File: src/rtl/ps2_pkg.sv
// Shared types, timing helpers and parity for the PS/2 host transmit and receive paths.
package ps2_pkg;

  typedef enum logic [2:0] {
    IDLE,
    INHIBIT,
    REQ,
    XFER,
    WAIT_IDLE
  } ps2_state_t;

  localparam int CNT_W = 19;
  localparam int BIT_W = 4;
  localparam int DEF_SYSTEM_CLOCK = 25_000_000;

  // Split the divide so long timeouts (tens of ms) stay inside 32-bit int range.
  function automatic int cycles_from_us(input int clk_hz, input int us);
    return ((clk_hz / 1000) * us) / 1000;
  endfunction

  localparam int DEF_INHIBIT_CYCLES = cycles_from_us(DEF_SYSTEM_CLOCK, 100);
  localparam int DEF_START_TIMEOUT_CYCLES = cycles_from_us(DEF_SYSTEM_CLOCK, 15000);
  localparam int DEF_PACKET_TIMEOUT_CYCLES = cycles_from_us(DEF_SYSTEM_CLOCK, 2000);

  function automatic logic odd_parity(input logic [7:0] d);
    return ~^d;
  endfunction

endpackage

File: src/rtl/ps2_sync_edge.sv
// Two-flop synchronizer with falling-edge detect for one asynchronous PS/2 line.
module ps2_sync_edge (
  input  logic clk,
  input  logic reset_n,
  input  logic line,
  output logic level,
  output logic fall
);

  logic sync_p0, sync_p1, sync_p2;

  // Lines idle high, so reset to 1 to avoid a spurious fall after reset.
  always_ff @(posedge clk) begin
    if (!reset_n) begin
      sync_p0 <= 1'b1;
      sync_p1 <= 1'b1;
      sync_p2 <= 1'b1;
    end else begin
      sync_p0 <= line;
      sync_p1 <= sync_p0;
      sync_p2 <= sync_p1;
    end
  end

  assign level = sync_p1;
  assign fall  = sync_p2 & ~sync_p1;

endmodule

File: src/rtl/ps2_host_tx.sv
// PS/2 host-to-device transmitter: inhibit, request-to-send, clock-following shift-out and ack check.
module ps2_host_tx
  import ps2_pkg::*;
#(
  parameter int SYSTEM_CLOCK          = DEF_SYSTEM_CLOCK,
  parameter int INHIBIT_CYCLES        = cycles_from_us(SYSTEM_CLOCK, 100),
  parameter int START_TIMEOUT_CYCLES  = cycles_from_us(SYSTEM_CLOCK, 15000),
  parameter int PACKET_TIMEOUT_CYCLES = cycles_from_us(SYSTEM_CLOCK, 2000)
) (
  input  logic       clk,
  input  logic       reset_n,
  input  logic [7:0] tx_data,
  input  logic       tx_valid,
  output logic       tx_ready,
  input  logic       ps2_clk,
  input  logic       ps2_data,
  output logic       ps2_clk_oe,
  output logic       ps2_data_oe,
  output logic       busy,
  output logic       rx_inhibit,
  output logic       done,
  output logic       ack_err,
  output logic       timeout_err
);

  localparam logic [CNT_W-1:0] INH_LAST  = CNT_W'(INHIBIT_CYCLES - 1);
  localparam logic [CNT_W-1:0] START_LIM = CNT_W'(START_TIMEOUT_CYCLES);
  localparam logic [CNT_W-1:0] PKT_LIM   = CNT_W'(PACKET_TIMEOUT_CYCLES);

  ps2_state_t       state, state_n;
  logic [CNT_W-1:0] cnt, cnt_n;
  logic [BIT_W-1:0] bit_idx, bit_idx_n;
  logic [8:0]       frame, frame_n;
  logic             clk_oe_n, data_oe_n, done_n, ack_err_n, timeout_err_n;
  logic             clk_s, clk_fall, data_s, data_fall_unused;

  ps2_sync_edge u_clk_sync (
    .clk     (clk),
    .reset_n (reset_n),
    .line    (ps2_clk),
    .level   (clk_s),
    .fall    (clk_fall)
  );

  ps2_sync_edge u_data_sync (
    .clk     (clk),
    .reset_n (reset_n),
    .line    (ps2_data),
    .level   (data_s),
    .fall    (data_fall_unused)
  );

  always_ff @(posedge clk) begin
    if (!reset_n) begin
      state       <= IDLE;
      cnt         <= '0;
      bit_idx     <= '0;
      frame       <= '0;
      ps2_clk_oe  <= 1'b0;
      ps2_data_oe <= 1'b0;
      done        <= 1'b0;
      ack_err     <= 1'b0;
      timeout_err <= 1'b0;
    end else begin
      state       <= state_n;
      cnt         <= cnt_n;
      bit_idx     <= bit_idx_n;
      frame       <= frame_n;
      ps2_clk_oe  <= clk_oe_n;
      ps2_data_oe <= data_oe_n;
      done        <= done_n;
      ack_err     <= ack_err_n;
      timeout_err <= timeout_err_n;
    end
  end

  always_comb begin
    state_n       = state;
    cnt_n         = cnt;
    bit_idx_n     = bit_idx;
    frame_n       = frame;
    clk_oe_n      = ps2_clk_oe;
    data_oe_n     = ps2_data_oe;
    done_n        = 1'b0;
    ack_err_n     = 1'b0;
    timeout_err_n = 1'b0;

    case (state)
      IDLE: begin
        if (tx_valid) begin
          state_n   = INHIBIT;
          cnt_n     = '0;
          bit_idx_n = '0;
          frame_n   = {odd_parity(tx_data), tx_data};
          clk_oe_n  = 1'b1;
          data_oe_n = 1'b0;
        end
      end

      INHIBIT: begin
        if (cnt == INH_LAST) begin
          state_n   = REQ;
          cnt_n     = '0;
          clk_oe_n  = 1'b0;
          data_oe_n = 1'b1;
        end else begin
          cnt_n = cnt + 1'b1;
        end
      end

      REQ: begin
        if (cnt == START_LIM) begin
          state_n       = IDLE;
          cnt_n         = '0;
          clk_oe_n      = 1'b0;
          data_oe_n     = 1'b0;
          timeout_err_n = 1'b1;
        end else if (clk_fall) begin
          // First fall only presents bit 0; the shift starts on the next fall.
          state_n   = XFER;
          cnt_n     = '0;
          bit_idx_n = 4'd1;
          data_oe_n = ~frame[0];
        end else begin
          cnt_n = cnt + 1'b1;
        end
      end

      XFER: begin
        if (cnt == PKT_LIM) begin
          state_n       = IDLE;
          cnt_n         = '0;
          bit_idx_n     = '0;
          clk_oe_n      = 1'b0;
          data_oe_n     = 1'b0;
          timeout_err_n = 1'b1;
        end else begin
          cnt_n = cnt + 1'b1;
          if (clk_fall) begin
            if (bit_idx < 4'd9) begin
              data_oe_n = ~frame[1];
              frame_n   = {1'b0, frame[8:1]};
              bit_idx_n = bit_idx + 1'b1;
            end else if (bit_idx == 4'd9) begin
              data_oe_n = 1'b0;
              bit_idx_n = 4'd10;
            end else begin
              done_n    = ~data_s;
              ack_err_n = data_s;
              data_oe_n = 1'b0;
              state_n   = WAIT_IDLE;
            end
          end
        end
      end

      WAIT_IDLE: begin
        if (clk_s && data_s) begin
          state_n   = IDLE;
          cnt_n     = '0;
          bit_idx_n = '0;
        end else if (cnt == PKT_LIM) begin
          state_n       = IDLE;
          cnt_n         = '0;
          bit_idx_n     = '0;
          clk_oe_n      = 1'b0;
          data_oe_n     = 1'b0;
          timeout_err_n = 1'b1;
        end else begin
          cnt_n = cnt + 1'b1;
        end
      end

      default: begin
        state_n   = IDLE;
        cnt_n     = '0;
        bit_idx_n = '0;
        clk_oe_n  = 1'b0;
        data_oe_n = 1'b0;
      end
    endcase
  end

  assign tx_ready   = (state == IDLE);
  assign busy       = (state != IDLE);
  assign rx_inhibit = busy;

endmodule

File: config.mk
export PLATFORM = sky130hd
export DESIGN_NAME = ps2_host_tx
export DESIGN_NICKNAME = d
export VERILOG_FILES = /design/src/rtl/ps2_pkg.sv /design/src/rtl/ps2_sync_edge.sv /design/src/rtl/ps2_host_tx.sv
export SDC_FILE = /design/constraint.sdc
export NUM_CORES = 1
export LEC_CHECK = 0
export BUFFER_PORTS_ARGS = -buffer_cell sky130_fd_sc_hd__buf_2
export CAP_MARGIN = 30
export CORE_MARGIN = 2
export CORE_UTILIZATION = 60
export CTS_CLUSTER_SIZE = 20
export DETAILED_ROUTE_END_ITERATION = 7
export HOLD_SLACK_MARGIN = 0.05
export PLACE_DENSITY = 0.87
export SLEW_MARGIN = 20
export SYNTH_ARGS = -nofsm -noshare
export SYNTH_HDL_FRONTEND = slang
export SYNTH_SLANG_ARGS = --single-unit
File: constraint.sdc
create_clock -name clk -period 2.9 [get_ports clk]
set_input_delay 0.29 -clock clk [delete_from_list [all_inputs] [get_ports clk]]
set_output_delay 0.29 -clock clk [all_outputs]
set_load 0.02 [all_outputs]
==> summary.md <==
| Metric | Value |
|---|---|
| Starting Density | `62.6%` |
| Crit path required time | `3.10 ns` |
| Sequential fraction of the synthesis area | `35.7%` |
| First DRT Iteration DRCs | `167` |
| Die Y | `68.9 um` |
| Layout net count | `325` |
| Slew @ Worst Pin | `0.826 ns` |
| CP cell instances | `inv_1, ha_1, nand4b_1, nor4b_2, and3_1, nor3_2, o21ai_0, o311a_1` |
| FP Rows | `23` |
| Synth Cell Area | `2520 um^2` |
| CTS Root Buffer Type | `clkbuf_8` |
| GR Overflow Total | `0` |
| Main synth FF type | `dfxtp_1` |
| Async SR Flop Fraction | `0%` |
| DR vias/cell | `5.93` |
| Syn nets | `312` |
| Pleak | `0.00111 uW` |
| Endpoints failing setup | `0` |
| Synthesis-stage register bit count | `45` |
| Max Slew Vio Count | `0` |
| # hold bufs at CTS | `0` |
| Drt total wl | `5360 um` |
| Outcome | `complete, no violations` |
| CTS sink cnt | `45` |
| Pwr/cell area | `720 nW/um^2` |
| Final setup TNS | `0 ns` |
| CTS tree | `done` |
| Mean cell area of the mapped netlist | `8.58 um^2` |
| Ant diodes | `0` |
| Synthesis warning total | `0` |
| Relative slew slack | `44.7%` |
| Reg-to-Reg Start | `cnt[0]` |
| CTS clk-pin slew, worst paths | `0.08 ns` |
| Global-route wire length before repair | `8430 um` |
| Final instance area | `2720 um^2` |
| Worst Hold Launch | `ps2_clk` |
| Longest Clk Path Bufs | `2` |
| CP max stage delay | `0.74 ns` |
| Worst hold slack | `0.164 ns` |
| RSZ-0062 raised after global routing | `no` |
| Core Box Area | `4030 um^2` |
| Post-synth EDFFs | `0` |
| HP Class | `input port to flip-flop` |
| Share of layout cells above drive strength 1 | `13.6%` |
| Worst Slack Setup Final | `0.418 ns` |
| H-tree depth | `2` |
| Hold Fails Final Rpt | `0` |
| Ports | `21` |
| Vias in the first global route | `1932` |
| Number of max-cap violations | `0` |
| Power Total | `1960 uW` |
| Routed len/inst | `15.0 um` |
| Final period util | `85.6%` |
| GRT Util Overall | `24.1%` |
| CTS Buf Count | `5` |
| Die area | `4740 um^2` |
| Slowest stage cell, crit path | `nor3_2` |
| Pre-CTS WS | `0.458 ns` |
| WP data arrival | `2.68 ns` |
| Synth Instances | `294` |
| # resized after CTS | `0` |
| Crit path launch | `cnt[0]` |
| Commonest non-fill, non-tap cell in the layout | `dfxtp_1` |
| DRC | `0` |
| Clock Skew | `0.00871 ns` |
| CP max FO | `17` |
| Initial antenna violation count | `0` |
| Maximum clock rate | `403 MHz` |
| Routability cong. | `0.952` |
| Clock latency on the worst-skew pair | `0.31 ns` |
| Synth unique cells | `56` |
| Max VDD drop | `0.296 mV` |
| Die X | `68.9 um` |
| Kind of start point of the critical path | `flip-flop` |
| Port Buf Inserts | `20` |
| Pin count of the biggest net entering global routing | `20` |
| TritonRoute pass-1 iters | `4` |
| Most frequent cells in the layout | `dfxtp_1 (45), nor2_1 (33), nand2_1 (21)` |
| Crit path kind | `flip-flop to flip-flop` |
| Post-route ant nets | `0` |
| Worst setup EP type | `flip-flop` |
| Tmin final | `2.48 ns` |
| Setup Fix Bufs, Post-CTS | `0` |
| Synth-to-Final Area Change | `7.93%` |
| DP Wirelength | `3910 um` |
| DP Area | `2610 um^2` |
| Vias after detailed routing | `2122` |
==> metrics by stage <==
step                      util [%]  instances
after global placement        64.7        350
after CTS                     67.6        358
after floorplan                  -        294
after global routing          67.6        358
final                         67.6        358
after detailed placement      64.7        350
==> worst max-delay path: cells and delay by family, from the launching register on <==
kind	cells	cell delay, ns
and+or+nand+nor	4	1.33
DFF	1	0.42
AOI/OAI and AO/OA	2	0.36
adders and majority gates	1	0.20
buffers and inverters	1	0.06
==> path summary, 6_finish.rpt <==
check	end	slack (ns)	cells past startpoint
worst max register to register	frame[7]	0.42	8
worst min-delay path	u_clk_sync.sync_p0	0.16	2
worst max-delay path	frame[7]	0.42	8
worst min register to register	u_clk_sync.level	0.41	1
==> kinds of logic (layout without fill, tap and decap cells) <==
| group | count (synthesis) | after routing | share of synthesized area, % |
|---|---|---|---|
| fa+ha+maj | 5 | 5 | 2.48 |
| buf+inv | 29 | 43 | 5.65 |
| mux | 11 | 11 | 4.36 |
| simple gates | 127 | 127 | 27.2 |
| compound gates | 56 | 56 | 17.4 |
| flops | 45 | 45 | 35.7 |
| xor+xnor | 21 | 21 | 7.29 |
==> layer usage <==
layer  vias to the layer above  part of all wire (%)  track usage [%]
met5                         -                     0                0
met4                         0                   1.7             11.0
met3                         8                   5.4             5.84
met2                        55                    49             40.9
met1                       989                    43             28.6
li1                       1070                     -                -
==> where the power goes <==
part | switching (uW) | internal [uW] | total [uW]
clock | 207 | 281 | 488
sequential | 69.5 | 698 | 767
combinational | 432 | 274 | 706
total | 708 | 1250 | 1960
==> cell type report <==
class,instances,area [um^2]
inverters,13,48.8
clock buffers,7,86.3
multi-input cells,220,1480
flip-flops and latches,45,901
repair buffers,22,115
clock inverters,1,30.0
fillers,329,1310
well taps,50,62.6
==> flip-flops by register name (all words and copies together) (netlist names), 3 cells and up <==
register / flops
frame: 9
state: 3
cnt: 19
bit_idx: 4
==> cell usage after synthesis, types with 2 or more instances <==
master     n  area, um^2
dfxtp_1   45         901
nor2_1    33         124
nand2_1   21        78.8
nand3_1   15        75.1
o21ai_0   15        75.1
inv_1     13        48.8
xor2_1    12         105
mux2i_1   11         110
nor3_1    11        55.1
o311a_1    9        90.1
xnor2_1    9        78.8
nand2b_1   8        50.1
a31oi_1    7        43.8
and2_1     6        37.5
clkbuf_1   5        18.8
ha_1       5        62.6
nand4_1    5        31.3
a211oi_1   4        30.0
a21oi_1    4        20.0
and3_1     4        25.0
buf_4      4        30.0
buf_2      3        15.0
nand3b_1   3        22.5
nor4b_1    3        26.3
buf_1      2        7.51
buf_6      2        22.5
nand4b_1   2        17.5
nor2b_1    2        12.5
nor4b_2    2        30.0
o21a_1     2        15.0
or2_2      2        12.5
Note: power is estimated with default switching activity, not from simulation.
